===== config.mk =====
export PLATFORM = sky130hd
export DESIGN_NAME = mem_port_arbiter
export DESIGN_NICKNAME = d
export VERILOG_FILES = /design/src/rtl/mem_port_arbiter.sv
export SDC_FILE = /design/constraint.sdc
export NUM_CORES = 1
export LEC_CHECK = 0
export ABC_AREA = 1
export BUFFER_PORTS_ARGS = -buffer_cell sky130_fd_sc_hd__buf_2
export CELL_PAD_IN_SITES_DETAIL_PLACEMENT = 0
export CELL_PAD_IN_SITES_GLOBAL_PLACEMENT = 1
export CORE_MARGIN = 2
export CORE_UTILIZATION = 14
export DETAILED_ROUTE_END_ITERATION = 6
export GPL_TIMING_DRIVEN = 0
export PLACE_DENSITY_LB_ADDON = 0.05
export SETUP_SLACK_MARGIN = 0.02
export SLEW_MARGIN = 30
export SYNTH_ARGS = -nofsm -noshare
export SYNTH_HDL_FRONTEND = slang
export SYNTH_SLANG_ARGS = --single-unit

===== constraint.sdc =====
create_clock -name Clk -period 2.3 [get_ports Clk]
set_input_delay 0.345 -clock Clk [delete_from_list [all_inputs] [get_ports Clk]]
set_output_delay 0.345 -clock Clk [all_outputs]
set_load 0.1 [all_outputs]

===== src/rtl/mem_port_arbiter.sv =====
// mem_port_arbiter: shares one memory port between fetch (IF) and load/store (DM).
// DM wins by default; IF is forced after STARVE_MAX consecutive losses.
module mem_port_arbiter #(
   parameter int AW         = 32,
   parameter int DW         = 32,
   parameter int MEM_LAT    = 1,
   parameter int STARVE_MAX = 4
) (
   input  logic          Clk,
   input  logic          Reset,
   input  logic          if_req,
   input  logic [AW-1:0] if_addr,
   output logic          if_gnt,
   output logic          if_rvalid,
   output logic [DW-1:0] if_rdata,
   input  logic          dm_req,
   input  logic          dm_we,
   input  logic [AW-1:0] dm_addr,
   input  logic [DW-1:0] dm_wdata,
   input  logic [3:0]    dm_be,
   output logic          dm_gnt,
   output logic          dm_rvalid,
   output logic [DW-1:0] dm_rdata,
   output logic          mem_en,
   output logic          mem_we,
   output logic [AW-1:0] mem_addr,
   output logic [DW-1:0] mem_wdata,
   output logic [3:0]    mem_be,
   input  logic [DW-1:0] mem_rdata,
   output logic          busy
);

   localparam int LW = $clog2(MEM_LAT + 1);
   localparam int SW = $clog2(STARVE_MAX + 1);
   localparam logic [LW-1:0] LAT_INIT   = LW'(MEM_LAT);
   localparam logic [LW-1:0] LAT_ONE    = LW'(1);
   localparam logic [SW-1:0] STARVE_TOP = SW'(STARVE_MAX);

   typedef enum logic {S_IDLE, S_WAIT} state_t;
   typedef enum logic [1:0] {OWN_NONE, OWN_IF, OWN_DM} owner_t;

   state_t        r_state, w_state_nxt;
   owner_t        r_owner, w_owner_nxt;
   logic [LW-1:0] r_lat_cnt, w_lat_nxt;
   logic [SW-1:0] r_starve_cnt, w_starve_nxt;
   logic          w_resp, w_win, w_gnt_if, w_gnt_dm;

   always_ff @(posedge Clk) begin
      if (Reset) begin
         r_state      <= S_IDLE;
         r_owner      <= OWN_NONE;
         r_lat_cnt    <= '0;
         r_starve_cnt <= '0;
      end else begin
         r_state      <= w_state_nxt;
         r_owner      <= w_owner_nxt;
         r_lat_cnt    <= w_lat_nxt;
         r_starve_cnt <= w_starve_nxt;
      end
   end

   // The response cycle doubles as a grant window so grants can overlap it.
   always_comb begin
      w_resp = !Reset && (r_state == S_WAIT) && (r_lat_cnt == LAT_ONE);
      w_win  = !Reset && ((r_state == S_IDLE) || w_resp);
      w_gnt_dm = w_win && dm_req &&
                 !(if_req && (r_starve_cnt == STARVE_TOP));
      w_gnt_if = w_win && if_req && !w_gnt_dm;

      w_state_nxt  = r_state;
      w_owner_nxt  = r_owner;
      w_lat_nxt    = r_lat_cnt;
      w_starve_nxt = r_starve_cnt;

      if (w_gnt_if || w_gnt_dm) begin
         w_state_nxt = S_WAIT;
         w_lat_nxt   = LAT_INIT;
         w_owner_nxt = w_gnt_dm ? OWN_DM : OWN_IF;
      end else if (r_state == S_WAIT) begin
         if (r_lat_cnt == LAT_ONE) begin
            w_state_nxt = S_IDLE;
            w_lat_nxt   = '0;
            w_owner_nxt = OWN_NONE;
         end else begin
            w_lat_nxt = r_lat_cnt - 1'b1;
         end
      end

      if (w_win) begin
         if (if_req && w_gnt_dm) begin
            if (r_starve_cnt != STARVE_TOP)
               w_starve_nxt = r_starve_cnt + 1'b1;
         end else begin
            w_starve_nxt = '0;
         end
      end
   end

   always_comb begin
      if_gnt    = w_gnt_if;
      dm_gnt    = w_gnt_dm;
      mem_en    = 1'b0;
      mem_we    = 1'b0;
      mem_addr  = '0;
      mem_wdata = '0;
      mem_be    = 4'h0;
      unique case (1'b1)
         w_gnt_if: begin
            mem_en   = 1'b1;
            mem_addr = if_addr;
            mem_be   = 4'hF;
         end
         w_gnt_dm: begin
            mem_en    = 1'b1;
            mem_we    = dm_we;
            mem_addr  = dm_addr;
            mem_wdata = dm_wdata;
            mem_be    = dm_be;
         end
         default: ;
      endcase
   end

   always_comb begin
      if_rvalid = w_resp && (r_owner == OWN_IF);
      dm_rvalid = w_resp && (r_owner == OWN_DM);
      if_rdata  = if_rvalid ? mem_rdata : '0;
      dm_rdata  = dm_rvalid ? mem_rdata : '0;
      busy      = !Reset && (r_state == S_WAIT);
   end

endmodule


==> results.sh, run 1 <==
export IMPL_hpwl_um=7010
export IMPL_grt_setup_unrepaired="yes"
export IMPL_num_io_pins=276
export IMPL_port_buffers=275
export IMPL_hold_viol_final=0
export IMPL_synth_seq_area_share=0.0949
export IMPL_clockBufferDepth=2
export IMPL_fin_setup_tns_ns=0
export IMPL_cts_htree_levels=1
export IMPL_die_w_um=107
export IMPL_yosys_warnings=0
export IMPL_finClkSkew_ns=0.00300
export IMPL_cp_data_arrival_time_ns=1.81
export IMPL_period_share=0.938
export IMPL_relSlewSlack=0.658
export IMPL_antenna_found_initial=0
export IMPL_vias=2883
export IMPL_required_ns=1.96
export IMPL_fillers=1121
export IMPL_r2r_start="r_starve_cnt[0]$_SDFFE_PP0P_"
export IMPL_fp_dieH_um=107
export IMPL_rrSetupSlack_ns=0.92
export IMPL_grt_pass1_vias=2639
export IMPL_critPathKind="reg2out"
export IMPL_globalplace_congestion=0.757
export IMPL_cts_root_buf="clkbuf_8"
export IMPL_ant_nets=0
export IMPL_drt_iter0_markers=68
export IMPL_fin_crit_ns=2.16
export IMPL_fin_ws_ns=0.144
export IMPL_p_leak_nw=2.51
export IMPL_drive_above_1_share=0.662
export IMPL_grt_max_degree=11
export IMPL_fp_coreArea_um2=10300
export IMPL_tritoncts="yes"
export IMPL_tightest_slew_ns=0.517
export IMPL_viasPerCell=3.83
export IMPL_min_path_cells=3
export IMPL_outcome="finished clean"
export IMPL_syn2layout_area_growth_pct=188
export IMPL_overflow=0
export IMPL_nets=756
export IMPL_drt_total_wl_um=8310
export IMPL_slowest_delay_ns=0.34
export IMPL_synth_nets=472
export IMPL_cts_sinks=7
export IMPL_initial_core_util=0.144
export IMPL_core_rowCount=37
export IMPL_routedWlPerCell_um=11.1
export IMPL_preCtsSetupSlack_ns=-0.119
export IMPL_drt_pass1_iter_count=4
export IMPL_clock_latency_ns=0.23
export IMPL_die_area_um2=11400
export IMPL_p_per_area_nw_per_um2=332
export IMPL_grt_pass1_wl_um=12200
export IMPL_setup_viol=0
export IMPL_vdd_drop_max_mv=0.217
export IMPL_crit_slowest_cell="dfxtp_1"
export IMPL_cp_end_kind="primary output"
export IMPL_worstPathCellList="inv_1 -> ha_1 -> nand3_1 -> nand2_2 -> nor2_4 -> inv_2 -> buf_4 -> nor2_1 -> buf_6"
export IMPL_diodes=0
export IMPL_hp_class="in2reg"
export IMPL_hp_start="if_req"
export IMPL_worstSetupStartpoint="r_starve_cnt[0]$_SDFFE_PP0P_"
export IMPL_yosysUniqueCellTypes=19
export IMPL_path_max_fanout=10
export IMPL_drc=0
export IMPL_grt_usage=0.130
export IMPL_rr_worst_depth=8
export IMPL_max_freq_ghz=0.464
export IMPL_syn_cell_area_um2=1480
export IMPL_cp_start_kind="flip-flop"
export IMPL_ctsHoldBuffers=0
export IMPL_path_clk_slew_ns=0.04
export IMPL_cts_buffers=3
export IMPL_yosys_register_bits=7
export IMPL_maxSlewViolCount=0
export IMPL_drv_cap=0
export IMPL_syn_inst=333
export IMPL_syn_mean_instance_area_um2=4.43
==> stage by stage <==
step / power, mW / cell area [um^2] / utilization / cells / hold slack (ns)
final: 1.41 / 4250 / 0.413 / 752 / 0.455
after floorplan: 0.894 / 2100 / - / 333 / 0.407
after CTS: 1.33 / 3860 / 0.376 / 750 / 0.455
after global placement: 1.11 / 3640 / 0.354 / 744 / 0.486
after detailed placement: 1.11 / 3640 / 0.354 / 744 / 0.492
after global routing: 1.48 / 4250 / 0.413 / 752 / 0.482
==> timing repair <==
item | in CTS | in global routing
pin swaps | 1 | 1
endpoints found under the setup margin | 93 | 69
buffers inserted | 2 | 2
resized for setup | 63 | 109
==> path summary, 6_finish.rpt <==
path / end
max reg2reg: r_starve_cnt[2]$_SDFFE_PP0P_
max: mem_wdata[28]
min: r_starve_cnt[1]$_SDFFE_PP0P_
min reg2reg: r_starve_cnt[1]$_SDFFE_PP0P_
==> state kept, by name, indices dropped and copies added (netlist names) <==
| name | cells |
|---|---|
| r_lat_cnt | 1 |
| r_owner | 2 |
| r_state | 1 |
| r_starve_cnt | 3 |
==> cell type report <==
type	instances	area [um^2]	area share
inverter	77	314	0.0739
buffer	16	179	0.0421
sequential	7	141	0.0333
multi-input combinational	233	1520	0.358
tap	136	170	0.0400
clock buffer	4	45.0	0.0106
timing repair buffer	279	1880	0.442
==> placed cells by master (no fill, tap or decap), drive strengths merged <==
master / n
nor3: 1
nor2: 100
inv: 76
nand3: 5
o21ai: 2
a21oi: 6
clkinvlp: 1
dfxtp: 7
o211ai: 1
ha: 2
nand4: 1
buf: 289
nand2: 114
a31oi: 1
clkbuf: 10
==> worst max-delay path, delay by kind of cell (launching register included) <==
family,cells,cell delay (ns)
and+or+nand+nor,4,0.44
DFF,1,0.34
adders and majority gates,1,0.19
buffers and inverters,4,0.60
==> synthesized netlist by cell type <==
cell type	n	share of area
a21oi_1	6	0.020
a31oi_1	1	0.0042
buf_2	11	0.037
buf_4	4	0.020
buf_6	1	0.0076
dfxtp_1	7	0.095
ha_1	2	0.017
inv_1	72	0.18
inv_2	5	0.013
nand2_1	111	0.28
nand2_2	3	0.013
nand3_1	4	0.014
nand3_4	1	0.012
nand4_1	1	0.0042
nor2_1	99	0.25
nor2_4	1	0.0076
nor3_2	1	0.0068
o211ai_1	1	0.0051
o21ai_0	2	0.0068
==> per-layer routing <==
metal	wire length [um]	up-vias	global-route usage
li1	-	1499	-
met1	2770	1236	0.135
met2	4590	140	0.261
met3	835	8	0.0298
met4	119	0	0.0306
met5	0	-	0
==> logic make-up after synthesis <==
| kind of cell | after synthesis | share of synthesized area |
|---|---|---|
| AOI/OAI and AO/OA | 10 | 0.0364 |
| DFF | 7 | 0.0949 |
| buffers and inverters | 93 | 0.261 |
| adders and majority gates | 2 | 0.0169 |
| and+or+nand+nor | 221 | 0.591 |
==> power breakdown <==
part | switching [mW] | internal [mW] | total [mW] | leakage (nW)
clock | 0.0531 | 0.120 | 0.173 | 0.0228
sequential | 0.00863 | 0.130 | 0.139 | 0.0578
combinational | 0.802 | 0.297 | 1.10 | 2.43
total | 0.864 | 0.547 | 1.41 | 2.51
No activity file was read; power rests on OpenSTA's default activity.
==> run 2: changes to the inputs <==
--- a/config.mk
+++ b/config.mk
@@ -14,7 +14,7 @@
 export DETAILED_ROUTE_END_ITERATION = 6
 export GPL_TIMING_DRIVEN = 0
 export PLACE_DENSITY_LB_ADDON = 0.05
-export SETUP_SLACK_MARGIN = 0.02
+export SETUP_SLACK_MARGIN = 0.2
 export SLEW_MARGIN = 30
 export SYNTH_ARGS = -nofsm -noshare
 export SYNTH_HDL_FRONTEND = slang
==> run 2 against run 1 <==
  * Die area unchanged
  * Worst hold slack better by 0.0036 ns
  * Critical path depth up 1
  * Largest cell class unchanged
==> results.sh, run 2 (synthesis gave the netlist of run 1 again) <==
export IMPL_overflow=0
export IMPL_globalplace_congestion=0.798
export IMPL_drc=0
export IMPL_clock_latency_ns=0.22
export IMPL_regMostFlops="r_starve_cnt"
export IMPL_rrSetupSlack_ns=0.84
export IMPL_p_leak_nw=2.67
export IMPL_hp_class="in2reg"
export IMPL_cts_htree_levels=1
export IMPL_vias=2986
export IMPL_hold_viol_final=0
export IMPL_fillers=1036
export IMPL_die_area_um2=11400
export IMPL_fp_dieH_um=107
export IMPL_worstPathCellList="inv_2 -> ha_4 -> nand3_4 -> nand2_4 -> nor2_4 -> buf_8 -> buf_8 -> nand2_2 -> nand2_2 -> buf_12"
export IMPL_stdcell_area_um2=5170
export IMPL_nets=760
export IMPL_fp_coreArea_um2=10300
export IMPL_path_clk_slew_ns=0.04
export IMPL_initial_core_util=0.144
export IMPL_antenna_found_initial=1
export IMPL_layout_common_cells="buf_2 (144), nor2_4 (93), nand2_1 (75), inv_1 (67), buf_12 (47)"
export IMPL_hpwl_um=7280
export IMPL_port_buffers=275
export IMPL_period_share=0.903
export IMPL_grt_setup_unrepaired="yes"
export IMPL_grt_pass1_wl_um=13300
export IMPL_grt_pass1_vias=2757
export IMPL_grt_usage=0.145
export IMPL_critPathKind="reg2out"
export IMPL_drt_total_wl_um=9160
export IMPL_required_ns=1.96
export IMPL_drive_above_1_share=0.739
export IMPL_fin_setup_tns_ns=0
export IMPL_maxSlewViolCount=0
export IMPL_ff_latch_area_um2=145
export IMPL_ant_nets=0
export IMPL_cts_root_buf="clkbuf_8"
export IMPL_setup_viol=0
export IMPL_cts_sinks=7
export IMPL_viasPerCell=3.94
export IMPL_tightest_slew_ns=0.526
export IMPL_routedWlPerCell_um=12.1
export IMPL_slowest_delay_ns=0.33
export IMPL_relSlewSlack=0.652
export IMPL_num_io_pins=276
export IMPL_drt_iter0_markers=84
export IMPL_vdd_drop_max_mv=0.195
export IMPL_finClkSkew_ns=0.00178
export IMPL_drt_pass1_iter_count=3
export IMPL_grt_max_degree=11
export IMPL_cts_buffers=3
export IMPL_cp_end_kind="primary output"
export IMPL_largest_reg_flops=3
export IMPL_die_w_um=107
export IMPL_fin_crit_ns=2.08
export IMPL_final_common_cell="buf_2"
export IMPL_tritoncts="yes"
export IMPL_top_regs="r_starve_cnt (3), r_owner (2)"
export IMPL_core_rowCount=37
export IMPL_path_max_fanout=8
export IMPL_outcome="finished clean"
export IMPL_crit_slowest_cell="dfxtp_2"
export IMPL_cp_data_arrival_time_ns=1.73
export IMPL_clockBufferDepth=2
export IMPL_fin_cells=757
export IMPL_max_freq_ghz=0.481
export IMPL_multi_input_area_um2=1820
export IMPL_critical_path_buf_inv_count=4
export IMPL_critPathTopFamily="buffers and inverters"
export IMPL_cp_start_kind="flip-flop"
export IMPL_p_per_area_nw_per_um2=305
export IMPL_power_mw=1.58
export IMPL_placed_area_um2=3880
export IMPL_drv_cap=0
export IMPL_syn2layout_area_growth_pct=250
export IMPL_dp_cells=744
==> run 2: path summary, 6_finish.rpt <==
path | cells past startpoint | endpoint | from
min reg2reg | 2 | r_starve_cnt[1]$_SDFFE_PP0P_ | r_starve_cnt[1]$_SDFFE_PP0P_
max | 10 | mem_addr[14] | r_starve_cnt[0]$_SDFFE_PP0P_
max reg2reg | 9 | r_starve_cnt[0]$_SDFFE_PP0P_ | r_starve_cnt[0]$_SDFFE_PP0P_
min | 3 | r_starve_cnt[1]$_SDFFE_PP0P_ | if_req
==> run 2: where the power goes <==
part / switching (mW) / internal, mW / leakage, nW / total (mW)
Combinational: 0.866 / 0.404 / 2.59 / 1.27
Sequential: 0.00798 / 0.131 / 0.0589 / 0.139
Clock: 0.0498 / 0.120 / 0.0228 / 0.169
==> run 2: cell type report <==
class	instances	share of cell area
Timing Repair Buffer	283	0.474
Multi-Input combinational cell	233	0.352
Inverter	77	0.0613
Buffer	16	0.0421
Tap cell	136	0.0329
Sequential cell	7	0.0281
Clock buffer	4	0.00872
Antenna cell	1	0.000484
==> run 2: what timing repair did <==
action,4_1_cts,5_1_grt
buffers inserted,5,2
cloned,1,0
endpoints found under the setup margin,102,100
pin swaps,2,15
hold buffers,0,0
resized for setup,258,88
==> run 2: worst reg2reg max path, stage by stage, from the launching register on <==
cell	delay (ns)
dfxtp_2	0.33
inv_2	0.05
ha_4	0.16
nand3_4	0.08
nand2_4	0.07
nor2_4	0.21
buf_8	0.18
buf_4	0.12
nand2_1	0.06
a21oi_1	0.14
==> run 2: metal layers <==
layer,track usage,vias to the layer above,part of all wire
li1,-,1511,-
met1,0.137,1321,0.31
met2,0.302,144,0.59
met3,0.0395,10,0.084
met4,0.0334,0,0.015
met5,0,-,0
==> run 2: per-stage QoR <==
stage | util | hold slack [ns] | setup slack, ns
floorplan | - | 0.407 | -0.225
global placement | 0.377 | 0.485 | -0.0126
detailed placement | 0.377 | 0.485 | -0.0424
CTS | 0.473 | 0.446 | 0.174
global route | 0.503 | 0.475 | 0.131
finish | 0.503 | 0.458 | 0.222
